<file path="src/rtl/mips_pkg.sv">
// Shared encodings for the memory arbiter: FSM states and grant identifiers.
package mips_pkg;

    typedef enum logic [1:0] {
        S_IDLE  = 2'd0,
        S_ISSUE = 2'd1,
        S_RESP  = 2'd2
    } arb_state_t;

    typedef enum logic [1:0] {
        GNT_NONE  = 2'd0,
        GNT_INIT  = 2'd1,
        GNT_DATA  = 2'd2,
        GNT_FETCH = 2'd3
    } grant_t;

endpackage

</file>
<file path="src/rtl/mem_arbiter_if.sv">
// Requester, memory and status signals of the three-way memory arbiter.
interface mem_arbiter_if #(
    parameter int unsigned ADDR_W = 8,
    parameter int unsigned DATA_W = 32
) ();
    logic              init_req;
    logic [ADDR_W-1:0] init_addr;
    logic [DATA_W-1:0] init_data;
    logic              init_ack;

    logic              d_req;
    logic              d_we;
    logic [ADDR_W-1:0] d_addr;
    logic [DATA_W-1:0] d_wdata;
    logic              d_ack;
    logic [DATA_W-1:0] d_rdata;

    logic              if_req;
    logic [ADDR_W-1:0] if_addr;
    logic              if_ack;
    logic [DATA_W-1:0] if_rdata;

    logic              mem_en;
    logic              mem_we;
    logic [ADDR_W-1:0] mem_addr;
    logic [DATA_W-1:0] mem_wdata;
    logic [DATA_W-1:0] mem_rdata;

    logic              busy;
    logic [1:0]        grant_id;

    // Arbiter side
    modport slave (
        input  init_req, init_addr, init_data,
        input  d_req, d_we, d_addr, d_wdata,
        input  if_req, if_addr,
        input  mem_rdata,
        output init_ack, d_ack, d_rdata, if_ack, if_rdata,
        output mem_en, mem_we, mem_addr, mem_wdata,
        output busy, grant_id
    );

    // Requesters plus memory side
    modport master (
        output init_req, init_addr, init_data,
        output d_req, d_we, d_addr, d_wdata,
        output if_req, if_addr,
        output mem_rdata,
        input  init_ack, d_ack, d_rdata, if_ack, if_rdata,
        input  mem_en, mem_we, mem_addr, mem_wdata,
        input  busy, grant_id
    );
endinterface

</file>
<file path="src/rtl/mem_arbiter.sv">
// Three-requester single-port memory arbiter: IDLE -> ISSUE -> RESP, one access per 3 cycles.
// Define ARB_RR_EN for round-robin data/fetch tie-breaking; default is fixed data > fetch.
module mem_arbiter
    import mips_pkg::*;
#(
    parameter int unsigned ADDR_W = 8,
    parameter int unsigned DATA_W = 32
) (
    input  logic          clk,
    input  logic          reset,
    mem_arbiter_if.slave  bus
);

    arb_state_t        state_q, state_d;
    grant_t            gnt_q, gnt_d;
    logic              we_q, we_d;

    logic              mem_en_q, mem_en_d;
    logic              mem_we_q, mem_we_d;
    logic [ADDR_W-1:0] mem_addr_q, mem_addr_d;
    logic [DATA_W-1:0] mem_wdata_q, mem_wdata_d;
    logic              init_ack_q, init_ack_d;
    logic              d_ack_q, d_ack_d;
    logic              if_ack_q, if_ack_d;
    logic [DATA_W-1:0] d_rdata_q, d_rdata_d;
    logic [DATA_W-1:0] if_rdata_q, if_rdata_d;
    logic              busy_q, busy_d;
    grant_t            grant_id_q, grant_id_d;

    grant_t            win_c;
    logic [ADDR_W-1:0] sel_addr_c;
    logic [DATA_W-1:0] sel_wdata_c;
    logic              sel_we_c;
    logic              data_first_c;

`ifdef ARB_RR_EN
    // High means data wins the next data/fetch tie
    logic rr_data_q;

    always_ff @(posedge clk or negedge reset) begin
        if (!reset) begin
            rr_data_q <= 1'b1;
        end else if (state_q == S_IDLE) begin
            if (win_c == GNT_DATA)       rr_data_q <= 1'b0;
            else if (win_c == GNT_FETCH) rr_data_q <= 1'b1;
        end
    end

    assign data_first_c = rr_data_q;
`else
    assign data_first_c = 1'b1;
`endif

    // Priority select: init always first, then data/fetch by tie-break policy
    always_comb begin
        win_c       = GNT_NONE;
        sel_addr_c  = '0;
        sel_wdata_c = '0;
        sel_we_c    = 1'b0;
        if (bus.init_req) begin
            win_c       = GNT_INIT;
            sel_addr_c  = bus.init_addr;
            sel_wdata_c = bus.init_data;
            sel_we_c    = 1'b1;
        end else if (bus.d_req && (!bus.if_req || data_first_c)) begin
            win_c       = GNT_DATA;
            sel_addr_c  = bus.d_addr;
            sel_wdata_c = bus.d_wdata;
            sel_we_c    = bus.d_we;
        end else if (bus.if_req) begin
            win_c       = GNT_FETCH;
            sel_addr_c  = bus.if_addr;
        end
    end

    // Next state and next registered outputs
    always_comb begin
        state_d     = state_q;
        gnt_d       = gnt_q;
        we_d        = we_q;
        mem_en_d    = 1'b0;
        mem_we_d    = 1'b0;
        mem_addr_d  = '0;
        mem_wdata_d = '0;
        init_ack_d  = 1'b0;
        d_ack_d     = 1'b0;
        if_ack_d    = 1'b0;
        d_rdata_d   = d_rdata_q;
        if_rdata_d  = if_rdata_q;
        busy_d      = 1'b0;
        grant_id_d  = GNT_NONE;

        case (state_q)
            S_IDLE: begin
                if (win_c != GNT_NONE) begin
                    state_d     = S_ISSUE;
                    gnt_d       = win_c;
                    we_d        = sel_we_c;
                    mem_en_d    = 1'b1;
                    mem_we_d    = sel_we_c;
                    mem_addr_d  = sel_addr_c;
                    mem_wdata_d = sel_wdata_c;
                    busy_d      = 1'b1;
                    grant_id_d  = win_c;
                end
            end
            S_ISSUE: begin
                state_d    = S_RESP;
                busy_d     = 1'b1;
                grant_id_d = gnt_q;
            end
            S_RESP: begin
                state_d = S_IDLE;
                case (gnt_q)
                    GNT_INIT: init_ack_d = 1'b1;
                    GNT_DATA: begin
                        d_ack_d   = 1'b1;
                        d_rdata_d = we_q ? '0 : bus.mem_rdata;
                    end
                    GNT_FETCH: begin
                        if_ack_d   = 1'b1;
                        if_rdata_d = bus.mem_rdata;
                    end
                    default: ;
                endcase
            end
            default: state_d = S_IDLE;
        endcase
    end

    always_ff @(posedge clk or negedge reset) begin
        if (!reset) begin
            state_q     <= S_IDLE;
            gnt_q       <= GNT_NONE;
            we_q        <= 1'b0;
            mem_en_q    <= 1'b0;
            mem_we_q    <= 1'b0;
            mem_addr_q  <= '0;
            mem_wdata_q <= '0;
            init_ack_q  <= 1'b0;
            d_ack_q     <= 1'b0;
            if_ack_q    <= 1'b0;
            d_rdata_q   <= '0;
            if_rdata_q  <= '0;
            busy_q      <= 1'b0;
            grant_id_q  <= GNT_NONE;
        end else begin
            state_q     <= state_d;
            gnt_q       <= gnt_d;
            we_q        <= we_d;
            mem_en_q    <= mem_en_d;
            mem_we_q    <= mem_we_d;
            mem_addr_q  <= mem_addr_d;
            mem_wdata_q <= mem_wdata_d;
            init_ack_q  <= init_ack_d;
            d_ack_q     <= d_ack_d;
            if_ack_q    <= if_ack_d;
            d_rdata_q   <= d_rdata_d;
            if_rdata_q  <= if_rdata_d;
            busy_q      <= busy_d;
            grant_id_q  <= grant_id_d;
        end
    end

    assign bus.mem_en    = mem_en_q;
    assign bus.mem_we    = mem_we_q;
    assign bus.mem_addr  = mem_addr_q;
    assign bus.mem_wdata = mem_wdata_q;
    assign bus.init_ack  = init_ack_q;
    assign bus.d_ack     = d_ack_q;
    assign bus.d_rdata   = d_rdata_q;
    assign bus.if_ack    = if_ack_q;
    assign bus.if_rdata  = if_rdata_q;
    assign bus.busy      = busy_q;
    assign bus.grant_id  = 2'(grant_id_q);

endmodule

</file>
<file path="src/flat_wrapper.sv">
// flat-port wrapper written by rule: the top's interface ports become plain ports
module mem_arbiter_flat import mips_pkg::*;
#(
    parameter int unsigned ADDR_W = 8,
    parameter int unsigned DATA_W = 32
)
  (clk, reset, bus_init_req, bus_init_addr, bus_init_data, bus_d_req, bus_d_we, bus_d_addr, bus_d_wdata, bus_if_req, bus_if_addr, bus_mem_rdata, bus_init_ack, bus_d_ack, bus_d_rdata, bus_if_ack, bus_if_rdata, bus_mem_en, bus_mem_we, bus_mem_addr, bus_mem_wdata, bus_busy, bus_grant_id);
  mem_arbiter_if #(.ADDR_W(ADDR_W), .DATA_W(DATA_W)) bus_i ();
  input  logic clk;
  input  logic reset;
  input wire logic [$bits(bus_i.init_req)-1:0] bus_init_req;
  input wire logic [$bits(bus_i.init_addr)-1:0] bus_init_addr;
  input wire logic [$bits(bus_i.init_data)-1:0] bus_init_data;
  input wire logic [$bits(bus_i.d_req)-1:0] bus_d_req;
  input wire logic [$bits(bus_i.d_we)-1:0] bus_d_we;
  input wire logic [$bits(bus_i.d_addr)-1:0] bus_d_addr;
  input wire logic [$bits(bus_i.d_wdata)-1:0] bus_d_wdata;
  input wire logic [$bits(bus_i.if_req)-1:0] bus_if_req;
  input wire logic [$bits(bus_i.if_addr)-1:0] bus_if_addr;
  input wire logic [$bits(bus_i.mem_rdata)-1:0] bus_mem_rdata;
  output wire logic [$bits(bus_i.init_ack)-1:0] bus_init_ack;
  output wire logic [$bits(bus_i.d_ack)-1:0] bus_d_ack;
  output wire logic [$bits(bus_i.d_rdata)-1:0] bus_d_rdata;
  output wire logic [$bits(bus_i.if_ack)-1:0] bus_if_ack;
  output wire logic [$bits(bus_i.if_rdata)-1:0] bus_if_rdata;
  output wire logic [$bits(bus_i.mem_en)-1:0] bus_mem_en;
  output wire logic [$bits(bus_i.mem_we)-1:0] bus_mem_we;
  output wire logic [$bits(bus_i.mem_addr)-1:0] bus_mem_addr;
  output wire logic [$bits(bus_i.mem_wdata)-1:0] bus_mem_wdata;
  output wire logic [$bits(bus_i.busy)-1:0] bus_busy;
  output wire logic [$bits(bus_i.grant_id)-1:0] bus_grant_id;
  assign bus_i.init_req = bus_init_req;
  assign bus_i.init_addr = bus_init_addr;
  assign bus_i.init_data = bus_init_data;
  assign bus_i.d_req = bus_d_req;
  assign bus_i.d_we = bus_d_we;
  assign bus_i.d_addr = bus_d_addr;
  assign bus_i.d_wdata = bus_d_wdata;
  assign bus_i.if_req = bus_if_req;
  assign bus_i.if_addr = bus_if_addr;
  assign bus_i.mem_rdata = bus_mem_rdata;
  assign bus_init_ack = bus_i.init_ack;
  assign bus_d_ack = bus_i.d_ack;
  assign bus_d_rdata = bus_i.d_rdata;
  assign bus_if_ack = bus_i.if_ack;
  assign bus_if_rdata = bus_i.if_rdata;
  assign bus_mem_en = bus_i.mem_en;
  assign bus_mem_we = bus_i.mem_we;
  assign bus_mem_addr = bus_i.mem_addr;
  assign bus_mem_wdata = bus_i.mem_wdata;
  assign bus_busy = bus_i.busy;
  assign bus_grant_id = bus_i.grant_id;
  mem_arbiter #(.ADDR_W(ADDR_W), .DATA_W(DATA_W)) u_core (.clk(clk), .reset(reset), .bus(bus_i));
endmodule
</file>
<file path="config.mk">
export PLATFORM = sky130hd
export DESIGN_NAME = mem_arbiter_flat
export DESIGN_NICKNAME = d
export VERILOG_FILES = /design/src/rtl/mips_pkg.sv /design/src/rtl/mem_arbiter_if.sv /design/src/rtl/mem_arbiter.sv /design/src/flat_wrapper.sv
export SDC_FILE = /design/constraint.sdc
export NUM_CORES = 1
export LEC_CHECK = 0
export CORE_ASPECT_RATIO = 0.8
export CORE_MARGIN = 2
export CORE_UTILIZATION = 43
export CTS_BUF_LIST = sky130_fd_sc_hd__clkbuf_16
export DETAILED_ROUTE_END_ITERATION = 8
export GPL_TIMING_DRIVEN = 1
export HOLD_SLACK_MARGIN = 0.03
export PLACE_DENSITY = 0.86
export SYNTH_ARGS = -nofsm -noshare
export SYNTH_HDL_FRONTEND = slang
export SYNTH_SLANG_ARGS = --single-unit
</file>
<file path="constraint.sdc">
create_clock -name clk -period 2.3 [get_ports clk]
set_clock_uncertainty 0.1 [all_clocks]
set_input_delay 0.46 -clock clk [delete_from_list [all_inputs] [get_ports clk]]
set_output_delay 0.46 -clock clk [all_outputs]
set_load 0.01 [all_outputs]
</file>
==> summary.md <==
The path class of the tightest hold or removal check is input pin to asynchronous set/reset pin. Leaving out filler cells and counting taps, the final layout contains 786. The tools report the combinational cell fraction of total power as 40.5%. In this run the number of H-tree levels came out at 4.

During synthesis, Yosys emitted a total of 0 warnings. The mapped cell area is 4730 um^2, and the number of endpoints with negative hold slack in the final report is 0. The internal power of the cells totals 6.71 mW. TritonCTS built the clock tree.

Of all nets on the critical path, the largest fanout is 2. Of the total power, the share spent switching nets is 30.6%. Walking the worst path, the cells encountered are clkdlybuf4s50_1.

Among all stages on the critical path, the largest delay is contributed by sky130_fd_sc_hd__clkdlybuf4s50_1. The floorplan step defined a die boundary enclosing 11900 um^2. Post-CTS repair changed the size of 0 cells. Buffers inserted to repair hold after CTS numbered 0.

STA classifies the critical path startpoint as a flip-flop. The clock-pin slew on the worst setup and hold paths came out at 0.05 ns. The flow ran to the end, and the final reports show no timing, DRC or antenna violations. The logs give 0.749 for the routability congestion estimate from global placement and 35.6% for the power share of the sequential group. The number of vias per cell after detailed routing was 5.04; the area added between synthesis and finish was 63.8%.

Most used flip-flop cell after synthesis: sky130_fd_sc_hd__dfrtp_1. The count of nets left with antenna violations once routing finished came out at 0. The highest clock frequency the design can meet is 530 MHz, and the signal arrival time at the worst endpoint is 1.33 ns. For this design the total switching power over the nets is 2.96 mW. For this run, the slowest stage of the critical path takes 0.57 ns. The clock passes through at most 2 buffers. Worst ir drop on vdd: 558 uV. For the tightest slew margin relative to the limit, the log shows 35.1%.

Entering global routing, the biggest net connects 118 pins. For the part of the Yosys area used for sequential elements, the log shows 61.9%. Counting the fill cells in the layout gives 740. The tools report the number of violations reported at the end of detailed-routing iteration 0 as 243.

The synthesized design contains 0 enable-type register cells. Ranked by total cell area, the synthesized netlist is headed by sky130_fd_sc_hd__dfrtp_1 (62%), sky130_fd_sc_hd__mux2_4 (9.2%), sky130_fd_sc_hd__a22oi_1 (5.1%). For the pin with the worst max-slew slack, the measured transition is 0.973 ns.

CTS placed an instance of sky130_fd_sc_hd__clkbuf_16 at the clock tree root. The post-synthesis area per instance came out at 11.9 um^2. The number of cells on the worst reg-to-reg path is 4. Dividing the detail-routed wire length by the instance count gives 16.3 um. For the total count of max-transition violations in the final report, the log shows 0.

From left edge to right edge, the die measures 121 um. The final critical path takes up 82.0% of the cycle. The total buffers and inverters traversed by the critical path was 1; the detailed-placement wirelength estimate was 9260 um. The total power density per cell area was 1250 nW/um^2. The core region is 10800 um^2.

For the final routed database, the setup TNS stands at 0 ns. The clock network burns 23.9% of the power. Global routing consumed, over all layers together, 22.3% of the routing resources.

Including well taps, the total number of placed cells is 755. The logs give 4092 for the via count of the first global-routing pass and 0 for the final setup violation count. The leakage power total was 3.45 nW; the area share of the leading cell type in the synthesized netlist was 61.9%. From bottom edge to top edge, the die measures 97.8 um. Port buffering added 237 buffers.

The smallest clock period supported by the final layout is computed as 1.89 ns. The total wire length after detailed routing was 12800 um; the initial antenna violation count was 0. The startpoint of the worst-slack reg-to-reg timing path is u_core.state_q[0]$_DFFE_PN0P_.

The endpoint identified for the worst register-to-register timing path is u_core.bus.if_rdata[29]$_DFFE_PN0P_. The tools report the required time of the critical path as 1.74 ns. STA classifies the critical path endpoint as an output port. The count of TritonRoute iterations in the first routing pass was 6; the count of boundary I/O pins was 238. The run gives 0.0303 ns as the final hold slack. The family of cells with the greatest summed delay on the critical path was buffers and inverters.

The initial standard-cell utilization of the core was 43.8%; the remaining routing DRC violations was 0. The number of nets in the synthesized netlist is 522. Setup repair after global routing left no endpoint under its margin. The number of buffers inserted during clock tree synthesis is 17, and the global-route wire length before repair is 20500 um.

The run gives 756 as the number of nets in the final layout. The tool flagged a number of max-cap violations equal to 0. The total overflow left after global routing is 0.

The tools report the synthesized instance count as 396. Clock tree synthesis found a total of 117 sinks. The tools report the count of standard-cell rows as 34. The flip-flop and latch count after synthesis was 117.

The async set-reset flop share out of synthesis is 100%. The critical path in this run is classified as flip-flop to output port. In this run, distinct cell masters in the synthesized netlist total 23. Of the cells placed in the final design, the portion with a size suffix greater than 1 is 11.5%.

The biggest area contributor in the post-synthesis netlist is sky130_fd_sc_hd__dfrtp_1. In this run the post-CTS setup repair buffer count came out at 0. Worst reg-to-reg setup slack: 0.46 ns.

The repair_antennas step left the layout with diodes totalling 0. The logs give 3961 for the count of vias placed by the detailed router and 0.40 ns for the clock latency on the worst-skew pair.
layer usage:
metal / vias up / wire, um / share of wire [%] / GRT usage (%)
met5: - / 0 / 0 / 0
met4: 0 / 134 / 1.0 / 6.01
met3: 15 / 893 / 7.0 / 6.83
met2: 185 / 6580 / 51 / 38.6
met1: 1941 / 5210 / 41 / 27.1
li1: 1820 / - / - / -
state kept, by name, summed over array words and instances, names as in the netlist:
register / flops
u_core.bus.mem_wdata: 32
u_core.bus.grant_id: 2
u_core.bus.busy: 1
u_core.bus.init_ack: 1
u_core.bus.mem_addr: 8
u_core.bus.mem_we: 1
u_core.bus.d_rdata: 32
u_core.bus.mem_en: 1
u_core.state_q: 2
u_core.gnt_q: 2
u_core.bus.if_ack: 1
u_core.bus.if_rdata: 32
u_core.bus.d_ack: 1
u_core.we_q: 1
final cells by class:
cell class                      instances  area, um^2  area share [%]
Inverter                                5        18.8           0.242
Clock inverter                         14        98.8            1.28
Timing Repair Buffer                  245        2450            31.7
Tap cell                              144         180            2.32
Clock buffer                           17         425            5.49
Multi-Input combinational cell        244        1650            21.2
Sequential cell                       117        2930            37.8
worst max-delay path by stage:
stage                                                   from                                   to  slack, ns  depth (start not counted)
after floorplan                u_core.state_q[0]$_DFFE_PN0P_  u_core.bus.if_rdata[10]$_DFFE_PN0P_       0.84                          4
after global placement                            bus_if_req     u_core.bus.mem_addr[2]$_DFF_PN0_       0.31                          4
after detailed placement                          bus_if_req     u_core.bus.mem_addr[7]$_DFF_PN0_       0.13                          4
after CTS                 u_core.bus.if_rdata[4]$_DFFE_PN0P_                      bus_if_rdata[4]       0.40                          1
after global routing      u_core.bus.if_rdata[7]$_DFFE_PN0P_                      bus_if_rdata[7]       0.36                          1
final                     u_core.bus.if_rdata[4]$_DFFE_PN0P_                      bus_if_rdata[4]       0.41                          1
power by group through the flow:
stage          logic [mW]  clock network (mW)  registers, mW
3_3_place_gp         3.84                   0           3.41
3_5_place_dp         3.93                   0           3.46
2_1_floorplan        1.43                   0           3.72
6_report             3.91                2.31           3.44
5_1_grt              4.20                2.45           3.54
4_1_cts              3.96                2.33           3.44
Yosys cell counts (2+ instances only):
library cell,n
sky130_fd_sc_hd__inv_1,5
sky130_fd_sc_hd__a221oi_1,8
sky130_fd_sc_hd__o21ai_0,34
sky130_fd_sc_hd__buf_6,3
sky130_fd_sc_hd__nor2b_1,10
sky130_fd_sc_hd__nand2b_1,33
sky130_fd_sc_hd__buf_2,9
sky130_fd_sc_hd__a22oi_1,32
sky130_fd_sc_hd__a21oi_1,5
sky130_fd_sc_hd__nand2_1,33
sky130_fd_sc_hd__nor2_1,38
sky130_fd_sc_hd__mux2_2,3
sky130_fd_sc_hd__clkbuf_1,18
sky130_fd_sc_hd__mux2_4,29
sky130_fd_sc_hd__dfrtp_1,117
sky130_fd_sc_hd__or2_2,2
sky130_fd_sc_hd__nor3_1,11
stage by stage:
stage	worst slack, ns	total power, mW	util (%)	instance area (um^2)
2_1_floorplan	0.841	5.15	-	4730
3_3_place_gp	0.311	7.24	66.9	7230
3_5_place_dp	0.135	7.39	66.9	7230
4_1_cts	0.397	9.73	71.7	7750
5_1_grt	0.358	10.2	71.7	7750
6_report	0.414	9.67	71.7	7750
cell families after synthesis:
group	after synthesis	share of synthesized area, %
AOI/OAI and AO/OA	80	10.9
and+or+nand+nor	132	13.8
DFF	117	61.9
muxes	32	9.92
buffers and inverters	35	3.49
layout by cell type, fill, tap and decap left out, drive strengths merged, types with 2 or more instances in the layout:
cell,n
a21oi,5
a221oi,8
a22oi,32
buf,9
clkbuf,17
clkdlybuf4s50,236
clkinv,7
clkinvlp,3
dfrtp,117
inv,8
mux2,32
nand2,33
nand2b,33
nor2,38
nor2b,10
nor3,11
o21ai,34
or2,2
(Power assumes the default switching activity.)
